`src/rtl/root_port_arbiter_pkg.sv`:
```
// Shared definitions for the root port arbiter: output-register state
// encoding, stall counter width and an index-width helper.
package root_port_arbiter_pkg;

  typedef enum logic {
    EMPTY = 1'b0,
    FULL  = 1'b1
  } arb_state_e;

  localparam int STALL_CNT_WIDTH = 16;

  // Width needed to hold a channel index; at least one bit for single-channel builds.
  function automatic int idx_width(input int n);
    return (n > 1) ? $clog2(n) : 1;
  endfunction

endpackage

```
`src/rtl/root_port_arbiter_rr_select.sv`:
```
// Round-robin priority search: picks the first requesting channel above
// ptr, wrapping at N-1 back to 0, with ptr itself considered last.
// Only indices below N can ever be selected.
module rr_select
  import root_port_arbiter_pkg::*;
#(
  parameter int N     = 5,
  parameter int IDX_W = idx_width(N)
) (
  input  logic [N-1:0]     req,
  input  logic [IDX_W-1:0] ptr,
  output logic [N-1:0]     grant,
  output logic [IDX_W-1:0] index,
  output logic             any
);

  // Rotating scan over offsets 1..N from the pointer; first hit wins.
  always_comb begin
    int cand;
    // NOTE: every output gets a default before the loop so no path leaves it unassigned (no latch).
    grant = '0;
    index = '0;
    any   = 1'b0;
    cand  = 0;
    for (int off = 1; off <= N; off++) begin
      cand = int'(ptr) + off;
      if (cand >= N) cand = cand - N;
      if (!any && req[cand]) begin
        any         = 1'b1;
        index       = IDX_W'(cand);
        grant[cand] = 1'b1;
      end
    end
  end

endmodule

```
`src/rtl/root_port_arbiter.sv`:
```
// Root port arbiter: selects one of NUM_CHANNELS input channels whose
// destination field matches PORT_ID, round-robin, into a single registered
// output word with valid/ready handshake.
// Optional stall counter enabled by defining ROOT_ARB_STALL_COUNTER_EN.
module root_port_arbiter
  import root_port_arbiter_pkg::*;
#(
  parameter int NUM_CHANNELS  = 5,
  parameter int CHANNEL_WIDTH = 64,
  parameter int DEST_WIDTH    = 8,
  parameter int PORT_ID       = 0
) (
  input  logic                                clk,
  input  logic                                reset,
  input  logic [NUM_CHANNELS*CHANNEL_WIDTH-1:0] rx_data,
  input  logic [NUM_CHANNELS-1:0]             rx_valid,
  output logic [NUM_CHANNELS-1:0]             rx_ready,
  output logic [CHANNEL_WIDTH-1:0]            tx_data,
  output logic                                tx_valid,
  input  logic                                tx_ready,
  output logic [STALL_CNT_WIDTH-1:0]          stall_cycles
);

  localparam int                    IDX_W     = idx_width(NUM_CHANNELS);
  localparam logic [IDX_W-1:0]      PTR_RESET = IDX_W'(NUM_CHANNELS - 1);
  localparam logic [DEST_WIDTH-1:0] PORT_DEST = DEST_WIDTH'(PORT_ID);

  arb_state_e               state_q, state_d;
  logic [CHANNEL_WIDTH-1:0] tx_data_q, tx_data_d;
  logic [IDX_W-1:0]         ptr_q, ptr_d;

  logic [CHANNEL_WIDTH-1:0] ch_data [NUM_CHANNELS];
  logic [NUM_CHANNELS-1:0]  req;
  logic [NUM_CHANNELS-1:0]  win_onehot;
  logic [IDX_W-1:0]         win_idx;
  logic                     win_any;
  logic                     load_ok;
  logic                     grant;

  // Unpack channels and flag those addressed to this port.
  for (genvar i = 0; i < NUM_CHANNELS; i++) begin : g_chan
    assign ch_data[i] = rx_data[CHANNEL_WIDTH*i +: CHANNEL_WIDTH];
    assign req[i]     = rx_valid[i] &&
                        (ch_data[i][CHANNEL_WIDTH-1 -: DEST_WIDTH] == PORT_DEST);
  end

  rr_select #(
    .N     (NUM_CHANNELS),
    .IDX_W (IDX_W)
  ) u_rr_select (
    .req   (req),
    .ptr   (ptr_q),
    .grant (win_onehot),
    .index (win_idx),
    .any   (win_any)
  );

  // The output register can take a new word when empty or being drained this cycle.
  assign load_ok  = (state_q == EMPTY) || tx_ready;
  assign grant    = load_ok && win_any;
  // Gating with reset keeps the pop strobes quiet while reset is held.
  assign rx_ready = (reset && grant) ? win_onehot : '0;
  assign tx_valid = (state_q == FULL);
  assign tx_data  = tx_data_q;

  // Next-state: load on grant, otherwise drain when the consumer accepts.
  always_comb begin
    state_d   = state_q;
    tx_data_d = tx_data_q;
    ptr_d     = ptr_q;
    if (grant) begin
      state_d   = FULL;
      tx_data_d = ch_data[win_idx];
      ptr_d     = win_idx;
    end else if (tx_ready) begin
      state_d = EMPTY;
    end
  end

  // State, output word and round-robin pointer registers.
  always_ff @(posedge clk or negedge reset) begin
    if (!reset) begin
      state_q   <= EMPTY;
      tx_data_q <= '0;
      ptr_q     <= PTR_RESET;
    end else begin
      // NOTE: non-blocking so every register samples the pre-edge values of its peers.
      state_q   <= state_d;
      tx_data_q <= tx_data_d;
      ptr_q     <= ptr_d;
    end
  end

`ifdef ROOT_ARB_STALL_COUNTER_EN
  logic [STALL_CNT_WIDTH-1:0] stall_q;

  // Count cycles where a word is offered but not taken, sticking at all-ones.
  always_ff @(posedge clk or negedge reset) begin
    if (!reset) begin
      stall_q <= '0;
    end else if (tx_valid && !tx_ready && (stall_q != '1)) begin
      stall_q <= stall_q + STALL_CNT_WIDTH'(1);
    end
  end

  assign stall_cycles = stall_q;
`else
  assign stall_cycles = '0;
`endif

endmodule
```
`config.mk`:
```
export PLATFORM = sky130hd
export DESIGN_NAME = root_port_arbiter
export DESIGN_NICKNAME = d
export VERILOG_FILES = /design/src/rtl/root_port_arbiter_pkg.sv /design/src/rtl/root_port_arbiter_rr_select.sv /design/src/rtl/root_port_arbiter.sv
export SDC_FILE = /design/constraint.sdc
export NUM_CORES = 1
export LEC_CHECK = 0
export BUFFER_PORTS_ARGS = -buffer_cell sky130_fd_sc_hd__buf_2
export CAP_MARGIN = 0
export CELL_PAD_IN_SITES_DETAIL_PLACEMENT = 2
export CELL_PAD_IN_SITES_GLOBAL_PLACEMENT = 2
export CORE_ASPECT_RATIO = 0.7
export CORE_MARGIN = 2
export CORE_UTILIZATION = 25
export CTS_CLUSTER_SIZE = 8
export DETAILED_ROUTE_END_ITERATION = 16
export MAX_ROUTING_LAYER = met4
export PLACE_DENSITY_LB_ADDON = 0.05
export SLEW_MARGIN = 20
export SYNTH_ARGS = -nofsm -noshare
export SYNTH_HDL_FRONTEND = slang
export SYNTH_SLANG_ARGS = --single-unit
export TNS_END_PERCENT = 1
```
`constraint.sdc`:
```
create_clock -name clk -period 4.77 [get_ports clk]
set_clock_uncertainty 0.15 [all_clocks]
set_input_delay 0.954 -clock clk [delete_from_list [all_inputs] [get_ports clk]]
set_output_delay 0.954 -clock clk [all_outputs]
set_load 0.02 [all_outputs]
```
Word level (Yosys, flattened, before mapping). Index checks and enable logic that the tools add are counted.

Register bits: 68. Input port bits: 328. Output and inout bits: 86. Logic and storage cells: 113.

Add/subtract/negate cells: 10. Order comparisons: 16. Mux-type cells: 51. Bitwise operators: 6. Reductions and logical operators: 27.

Operator list (number): 64-bit binary-select mux with 3-bit select (1); 32-bit by 1-bit >= comparator with 1-bit output, second input constant (5); 32-bit by 4-bit >= comparator with 1-bit output, second input constant (5); 32-bit by 5-bit < comparator with 1-bit output, second input constant (5); 32-bit 2-to-1 mux (5); 32-bit by 4-bit subtractor with 32-bit output, second input constant (5); 64-bit 2-to-1 mux (2); 8-bit logical NOT (5); 5-bit 2-to-1 mux (6); 1-bit 2-to-1 mux (22); 5-bit bitwise OR (4); 1-bit logical AND (16); 1-bit binary-select mux with 3-bit select (5); 1-bit demux with 3-bit select (5); 3-bit 2-to-1 mux (5); 3-bit by 2-bit adder with 4-bit output, second input constant (2); 3-bit by 3-bit adder with 4-bit output, second input constant (2); 3-bit by 1-bit adder with 4-bit output, second input constant (1); 4-bit >= comparator, second input constant (1); 1-bit logical NOT (4); 3-bit inverter with 4-bit output (1); 2-bit nonzero test (1); 1-bit logical OR (1); 1-bit inverter (1).

Logic depth before layout (Yosys ltp). Gate-level depths: netlist of run 1.

Depth in word-level cells: 23. Depth in mapped cells: 17. Mapped depth without buffers: 12.

Hierarchy. From an unflattened synthesis of run 1, not the netlist that was laid out.

Cell total of the unflattened synthesis: 605. Area total of the unflattened synthesis: 6806.5 um^2.

Modules (own cells, without submodules): root_port_arbiter (times used 1, cells an instance 357, area each 4908.5 um^2, seq. area each 1702.9 um^2); rr_select (times used 1, cells an instance 248, area each 1898.1 um^2, seq. area each 0.0 um^2).

Worst setup path after synthesis of run 1. OpenSTA, ideal clock, no wires.

Path type: register -> output. From: reg ptr_q[1]. To: out rx_ready[1]. Arrival time: 3.513 ns. Required time: 3.666 ns. Slack: 0.153 ns. Cell stages (with the launch flop): 15. Path buffers: 2. Cells stage by stage: dfrtp_1 > clkbuf_2 > inv_1 > ha_1 > ha_1 > buf_2 > nand2b_1 > and3_1 > nor3b_1 > a211oi_2 > nand2_1 > nor2_1 > nand3_1 > or3_1 > a41oi_1.

Longest elaborated chain between the ends: 22. Elaborated cells between the ends (all ways): 85. Classes of those cells: add/sub: 10; order compare: 15; mux: 41; bitwise: 4; reduce/logical: 15.

Ends and longest elaborated chain: start, declared (line root_port_arbiter.sv:30) `logic [IDX_W-1:0] ptr_q, ptr_d;`; start signal, assigned (line root_port_arbiter.sv:90) `ptr_q <= ptr_d;`; branches (longest 21 deep; another with 32-bit by 4-bit subtractor with 32-bit output); 5-bit 2-to-1 mux * (line root_port_arbiter.sv:62) `assign rx_ready = (reset && grant) ? win_onehot : '0;`; end, declared (line root_port_arbiter.sv:17) `output logic [NUM_CHANNELS-1:0] rx_ready,`.

Every way passes the cells marked *. The select of a mux whose other input is x is not followed.

Worst setup path in the final report of run 1. Ends and elaborated chain as after synthesis.

==> results by group, run 1 <==
Global route
  • GRT Util Overall: 0.263
  • Largest net degree at the start of global routing: 73
  • Initial antenna violation count: 12
  • Vias in the first global route: 9410
  • Grt ovf: 0
  • First-pass GRT wire length: 60.3 mm

Logic synthesis
  • Main combinational cell family by area after synthesis: compound AO/OA/AOI/OAI gates
  • Sequential cell area fraction in the yosys report: 0.229
  • Xor-xnor portion of the synthesized cell area: 0.0118
  • Mux share of post-synthesis cell area: 0.0837
  • Synth area leader: dfrtp_1
  • Post-synthesis cell type count: 91
  • Synth Area in Compound Gates: 0.362
  • Top_reg_cell synth: dfrtp_1
  • Synthesized instance count: 865
  • Synth area leaders: dfrtp_1 23%, mux2i_1 8.2%, o2111ai_1 6.6%, o31a_1 6.5%, a22oi_1 6.1%
  • Synth Warn #: 0
  • Number of synthesized flops with an enable pin: 0
  • Simple-gate share of the synthesized area: 0.167
  • Post-Synth Adder-Cell Area: 0.0330
  • Register bit total from synthesis: 68
  • Synth top area share: 0.226
  • Ys async rst share: 1.00
  • Syn Std Cell Area: 7430 µm²
  • Syn avg cell area: 8.59 µm²

Timing
  • Max Clk Rate: 214 MHz
  • # setup viols final: 0
  • Period minus WS final: 4680 ps
  • Final period util: 0.981
  • Worst slew margin relative to its limit: 0.459
  • Setup tns final: 0 ps
  • Fin Hold WS: 333 ps
  • Final Slew Violations: 0
  • Endpoints failing hold: 0
  • Setup repair after global routing missed its margin: yes
  • Worst-margin pin slew: 811 ps

Worst setup path
  • Critical path class: reg -> out
  • Slowest cell delay on critical path: 440 ps
  • Worst Path Required: 3670 ps
  • CP most frequent cell: buf_4
  • Worst path cell trace: inv_2 -> buf_6 -> ha_1 -> ha_2 -> nand2b_1 -> and3_1 -> nor3b_2 -> a211oi_2 -> buf_4 -> nand4b_1 -> nor3_2 -> nand2_1 -> a41oi_2 -> buf_4
  • CP max FO: 9
  • Crit start category: flip-flop
  • CP max-delay cell: dfrtp_2
  • Delay-heaviest family, CP: simple AND/OR/NAND/NOR gates
  • Crit path arrival time: 3570 ps
  • Bufs and invs on worst path: 4
  • CP endpoint kind: output port

Clock network
  • CTS Sinks: 68
  • CTS tree: built
  • Max clock buf depth: 2
  • # H-tree levels: 3
  • Reg clk slew, reported paths: 60 ps
  • Clk root buf: clkbuf_16
  • TritonCTS Buffers: 9
  • Worst skew pair latency: 350 ps

Placed design
  • PortBufs: 397
  • RD Place Congestion: 0.856
  • Dpl cell area: 9970 µm²
  • Dpl hpwl: 31.1 mm

Floorplan
  • Initial Utilization: 0.256
  • Core ar.: 29100 µm²
  • Placement Rows: 52
  • Width of the chip: 210 µm
  • IO Count: 414
  • Die area: 31100 µm²
  • DIE HEIGHT: 148 µm

Detailed routing
  • Final ANT Viol Nets: 0
  • Final Routed Wirelength: 41.2 mm
  • Drt drc: 0
  • Vias/cell: 5.48
  • 1st-pass router iterations: 5
  • Drt first-iter violations: 469
  • Vias: 9072
  • Routed len/inst: 24.9 µm

Hold path
  • Hold Path Class: reg -> reg

Final layout
  • Final Cell Area: 10600 µm²
  • Final core occ: 0.365
  • Nets: 1606
  • Layout cells sized above 1: 0.444
  • Area Overhead vs Synth: 42.7%

Outcome
  • Status: finished clean

Job
  • Max-cap viol count: 0
## worst reg2reg max path, delay by kind of cell, from the launching register on
kind / cells / cell delay (ps)
compound gates: 3 / 760
fa+ha+maj: 2 / 440
buf+inv: 5 / 990
flops: 1 / 440
mux: 1 / 420
simple gates: 5 / 1140
## Yosys cell counts (all sizes together) (4+ instances only)
| cell | n |
|---|---|
| nand4 | 10 |
| clkbuf | 23 |
| o22ai | 5 |
| a21oi | 22 |
| nor2 | 22 |
| nand3 | 8 |
| a211oi | 6 |
| o31ai | 4 |
| a31oi | 4 |
| nand2 | 27 |
| o21ai | 13 |
| o221ai | 4 |
| nor2b | 7 |
| nand3b | 4 |
| inv | 65 |
| nor3b | 4 |
| mux2i | 61 |
| o2111ai | 56 |
| and3 | 5 |
| a22oi | 62 |
| a21o | 5 |
| ha | 18 |
| o31a | 55 |
| xnor2 | 8 |
| nor4 | 63 |
| nor3 | 20 |
| nand2b | 6 |
| buf | 84 |
| a41oi | 4 |
| o211ai | 57 |
| dfrtp | 67 |
| and2 | 12 |
## cell families (layout without fill, tap and decap cells)
kind of cell,count (synthesis),after routing
other cells,1,30
mux,62,62
flops,68,68
buf+inv,172,555
simple gates,205,205
xor+xnor,10,10
compound gates,328,328
fa+ha+maj,19,19
## timing repair
action                                  4_1_cts  5_1_grt
gates resized for setup                      16       37
hold buffers                                  0        0
endpoints found under the hold margin         0        0
endpoints found under the setup margin        5        5
buffers inserted                              2       14
pin swaps                                     3       14
## per-layer routing
layer	wire, µm	GRT usage	vias up
li1	-	-	4225
met1	18800	0.340	4521
met2	19300	0.420	300
met3	2610	0.0661	26
met4	510	0.0465	0
met5	0	-	-
## metrics by stage
| step | cells | worst slack [ps] |
|---|---|---|
| 2_1_floorplan | 880 | 153 |
| 3_3_place_gp | 1610 | 119 |
| 3_5_place_dp | 1610 | 6.39 |
| 4_1_cts | 1627 | -11.3 |
| 5_1_grt | 1653 | -63.7 |
| 6_report | 1655 | 91.1 |
## worst paths after layout
check	slack (ps)	end	startpoint	cells after the start
worst max-delay path	90	rx_ready[1]	ptr_q[1]	14
worst min-delay path	330	tx_data[57]	tx_data[57]	1
worst max register to register	300	tx_data[29]	ptr_q[1]	16
worst min register to register	330	tx_data[57]	tx_data[57]	1
max in group asynchronous	3000	tx_valid	reset	2
min in group asynchronous	340	tx_data[17]	reset	1
## final cells by class
cell class,count,area [µm²]
clock inverters,2,10.0
multi-input cells,640,5170
fillers,3385,18500
inverters,65,244
flip-flops and latches,68,1700
clock buffers,13,260
diodes,14,35.0
repair buffers,475,2710
well taps,378,473
## placed cells by master, fill, tap and decap left out, drive strengths merged, types with 3 or more instances in the layout
cell type / n
o31ai: 4
dfrtp: 67
nor2: 22
a32o: 3
a21o: 5
conb: 16
o2111ai: 56
nand2b: 6
nor4: 63
o22ai: 5
diode: 14
a31oi: 4
nand2: 27
a22oi: 62
inv: 65
nor3: 20
mux2i: 61
o221ai: 4
a41oi: 4
o31a: 55
ha: 18
nand3: 8
o21ai: 13
nand4b: 3
xnor2: 8
nand4: 10
a211o: 3
o211ai: 57
nor3b: 4
buf: 475
a21oi: 22
and2: 12
clkbuf: 13
a21boi: 3
nand3b: 4
nor2b: 7
a211oi: 6
and3: 5
## flip-flops by register name, summed over array words and instances, names as in the netlist
| signal | cells |
|---|---|
| tx_data | 64 |
| ptr_q | 3 |
| tx_valid | 1 |
Power of run 1 is left out: the tool's default activity adds up to more than one toggle a clock period on the data nets, which glitch-free logic cannot reach.
==> run 2: changes to the inputs <==
--- a/config.mk
+++ b/config.mk
@@ -10,8 +10,9 @@
 export CELL_PAD_IN_SITES_DETAIL_PLACEMENT = 2
 export CELL_PAD_IN_SITES_GLOBAL_PLACEMENT = 2
 export CORE_ASPECT_RATIO = 0.7
-export CORE_MARGIN = 2
+export CORE_MARGIN = 4
 export CORE_UTILIZATION = 25
+export CTS_BUF_LIST = sky130_fd_sc_hd__clkbuf_8
 export CTS_CLUSTER_SIZE = 8
 export DETAILED_ROUTE_END_ITERATION = 16
 export MAX_ROUTING_LAYER = met4
==> results by group, run 2 <==
Clock network
  • Max clock buf depth: 2 (unchanged)
  • Clk root buf: clkbuf_8
  • CTS Sinks: 68 (unchanged)
  • # H-tree levels: 3 (unchanged)
  • TritonCTS Buffers: 9 (unchanged)

Outcome
  • Status: aborted with a tool error
  • Err: [ERROR DRT-0255] Maze Route cannot find path of net tx_data[37] in worker of routeBox ( 193200 96600 ) ( 214080 144900 ).
  • Last stage: 5_2_route

Logic synthesis
  • Number of synthesized flops with an enable pin: 0 (unchanged)
  • Ys async rst share: 1.00 (unchanged)
  • Top_reg_cell synth: dfrtp_1
  • Register bit total from synthesis: 68 (unchanged)
  • Synthesized instance count: 865 (unchanged)
  • Synth Warn #: 0 (unchanged)
  • Top cells by count, synth: 67 x dfrtp_1, 63 x inv_1, 61 x mux2i_1, 60 x a22oi_1, 60 x nor4_1
  • Post-synthesis cell type count: 91 (unchanged)
  • Syn avg cell area: 8.59 µm² (unchanged)
  • Syn Std Cell Area: 7430 µm² (unchanged)
  • Sequential cell area fraction in the yosys report: 0.229 (unchanged)
  • Top-count cell post-synth: dfrtp_1
  • Synth area leader: dfrtp_1
  • Synth top area share: 0.226 (unchanged)
  • Synth area leaders: dfrtp_1 23%, mux2i_1 8.2%, o2111ai_1 6.6%, o31a_1 6.5%, a22oi_1 6.1%

Timing
  • Crit. endpoint post-GRT repair: rx_ready[2]
  • Worst-path endpoint category: primary output

Floorplan
  • Placement Rows: 52 (unchanged)
  • DIE HEIGHT: 152 µm (+2.7%)
  • Initial Utilization: 0.256 (unchanged)
  • Width of the chip: 214 µm (+1.9%)
  • IO Count: 414 (unchanged)

Global route
  • Initial antenna violation count: 15 (+3)
  • Vias in the first global route: 9801 (+4.2%)
  • First-pass GRT wire length: 63.0 mm (+4.5%)
  • GRT Util Overall: 0.254 (-0.00905)
  • Largest net degree at the start of global routing: 69 (-5.5%)
  • Grt ovf: 0 (unchanged)

Placed design
  • Dpl cell area: 9940 µm² (-0.28%)
  • PortBufs: 397 (unchanged)
  • Dpl hpwl: 32.8 mm (+5.3%)
  • RD Place Congestion: 0.925 (+8.1%)
## run 2: cell counts after synthesis
No cell type changed its count.
## run 2: per-layer routing
metal  GRT usage
met1       0.324
met2       0.407
met3      0.0700
met4      0.0512
met5           -
## run 2: what timing repair did
item                       4_1_cts  5_1_grt
hold buffers                     0        0
resized for setup               30       64
setup buffers                   16       20
setup endpoints to repair        5        5
pin swaps                       10       24
## run 2: logic make-up after synthesis
family / after synthesis / share of synthesized area
AO/OA/AOI/OAI: 328 / 0.362
XOR/XNOR: 10 / 0.0118
adder cells (fa/ha/maj): 19 / 0.0330
buffers and inverters: 172 / 0.113
flip-flops: 68 / 0.229
multiplexers: 62 / 0.0837
other: 1 / 0.000505
AND/OR/NAND/NOR: 205 / 0.167
## run 2: stage by stage
| step | setup WS, ps | std cells | utilization | setup TNS (ps) |
|---|---|---|---|---|
| after CTS | -12.0 | 1640 | 0.359 | -14.4 |
| after global routing | -111 | 1675 | 0.377 | -406 |
| after detailed placement | 23.5 | 1608 | 0.342 | 0 |
| after floorplan | 153 | 880 | - | 0 |
| after global placement | 115 | 1608 | 0.342 | 0 |
==> run 3: changes to the inputs <==
--- a/config.mk
+++ b/config.mk
@@ -7,16 +7,10 @@
 export LEC_CHECK = 0
 export BUFFER_PORTS_ARGS = -buffer_cell sky130_fd_sc_hd__buf_2
 export CAP_MARGIN = 0
-export CELL_PAD_IN_SITES_DETAIL_PLACEMENT = 2
-export CELL_PAD_IN_SITES_GLOBAL_PLACEMENT = 2
-export CORE_ASPECT_RATIO = 0.7
 export CORE_MARGIN = 4
-export CORE_UTILIZATION = 25
-export CTS_BUF_LIST = sky130_fd_sc_hd__clkbuf_8
-export CTS_CLUSTER_SIZE = 8
+export CORE_UTILIZATION = 20
 export DETAILED_ROUTE_END_ITERATION = 16
-export MAX_ROUTING_LAYER = met4
-export PLACE_DENSITY_LB_ADDON = 0.05
+export PLACE_DENSITY_LB_ADDON = 0.15
 export SLEW_MARGIN = 20
 export SYNTH_ARGS = -nofsm -noshare
 export SYNTH_HDL_FRONTEND = slang
==> results by group, run 3 (synthesis results as in run 1) <==
Job
  • Max-cap viol count: 0

Final layout
  • Layout cells sized above 1: 0.449
  • Most common cell after layout, fill and taps aside: buf_2
  • Commonest non-fill, non-tap cells in the layout: 393 x buf_2, 82 x buf_4, 66 x dfrtp_1
  • Area Overhead vs Synth: 46.4%
  • Finished Layout Cells: 1747
  • Nets: 1618
  • Largest register FFs: 64
  • Final Cell Area: 10900 µm²
  • Filler instances: 4035

Clock network
  • Reg clk slew, reported paths: 70 ps
  • CTS tree: built
  • Cts hold-fix bufs: 0 (unchanged)
  • Worst skew pair latency: 370 ps
  • TritonCTS Buffers: 9 (unchanged)
  • Clk root buf: clkbuf_16
  • # H-tree levels: 3 (unchanged)
  • CTS Sinks: 68 (unchanged)
  • Max clock buf depth: 2 (unchanged)

Worst setup path
  • CP max FO: 6
  • Critical path class: reg -> out
  • Crit path arrival time: 3540 ps
  • Worst Path Required: 3670 ps
  • CP endpoint kind: output port
  • Crit start category: flip-flop
  • FF-to-FF setup slack: 390 ps

Floorplan
  • Die area: 40300 µm²
  • DIE HEIGHT: 201 µm (+32%)
  • Initial Utilization: 0.203 (-0.0525)
  • Core ar.: 36600 µm²
  • Width of the chip: 201 µm (-6.2%)
  • Placement Rows: 70 (+35%)
  • IO Count: 414 (unchanged)

Timing
  • Worst-margin pin slew: 790 ps
  • Setup repair after global routing missed its margin: yes
  • Endpoints failing hold: 0
  • Final Slew Violations: 0
  • Max Clk Rate: 215 MHz
  • Worst slew margin relative to its limit: 0.473
  • # setup viols final: 0
  • Period minus WS final: 4650 ps
  • Final period util: 0.974

Detailed routing
  • 1st-pass router iterations: 5
  • Drt drc: 0
  • Final ANT Viol Nets: 0
  • Final Routed Wirelength: 38.3 mm
  • Vias/cell: 5.17
  • Vias: 9039
  • Drt first-iter violations: 546
  • Routed len/inst: 21.9 µm

Placed design
  • RD Place Congestion: 0.958 (+3.5%)
  • Dpl hpwl: 28.7 mm (-12%)
  • PortBufs: 397 (unchanged)
  • Placed Cells: 1708 (+6.2%)
  • Dpl cell area: 10200 µm² (+2.1%)

Global route
  • Largest net degree at the start of global routing: 58 (-16%)
  • GRT Util Overall: 0.180 (-0.0738)
  • Grt ovf: 0 (unchanged)
  • Vias in the first global route: 8956 (-8.6%)
  • First-pass GRT wire length: 56.2 mm (-11%)
  • Initial antenna violation count: 9 (-6)

Hold path
  • Hold Path Class: reg -> reg

Outcome
  • Status: finished clean
run 3: cell type report:
class                   count  area (µm²)  share of cell area
diodes                      3        7.51            0.000690
inverters                  65         246              0.0227
clock buffers               9         225              0.0207
clock inverters             7         146              0.0135
flip-flops and latches     68        1700               0.157
repair buffers            487        2800               0.257
multi-input cells         640        5160               0.475
well taps                 468         586              0.0538
run 3: metal layers:
metal / global-route usage / vias up / part of all wire
li1: - / 4238 / -
met1: 0.228 / 4347 / 0.42
met2: 0.303 / 409 / 0.49
met3: 0.0504 / 39 / 0.077
met4: 0.0467 / 6 / 0.017
met5: 0 / - / 0.00073
run 3: worst paths after layout:
kind,from,endpoint,cells after the start
max reg2reg,ptr_q[2],tx_data[21],16
min,tx_data[60],tx_data[60],1
max in group asynchronous,reset,tx_data[36],2
min reg2reg,tx_data[60],tx_data[60],1
min in group asynchronous,reset,tx_data[39],1
max,ptr_q[2],rx_ready[4],14
run 3: what timing repair did:
item                                    in CTS  in global routing
endpoints found under the setup margin       5                  5
setup buffers                                4                 17
pin swaps                                    3                 17
resized for setup                            8                 38
run 3: critical path: stages (launching register included):
cell and delay [ps]:
dfstp_2 550, inv_2 70, fa_2 580, and4bb_1 210
nor3b_2 200, o22ai_2 120, a2bb2o_4 240, o21ai_2 70
nand4b_1 240, nor3b_2 210, buf_4 140, nand2_1 40
a31oi_1 180, buf_4 140, buf_2 160
run 3: stage by stage:
step	setup TNS [ps]	util	hold WS, ps	worst slack [ps]
detailed placement	0	0.277	315	56.7
global route	-148	0.297	346	-42.5
CTS	-80.4	0.289	335	-50.9
floorplan	0	-	454	153
finish	0	0.297	332	124
global placement	0	0.277	316	93.7
Power of run 3 is left out for the same reason.
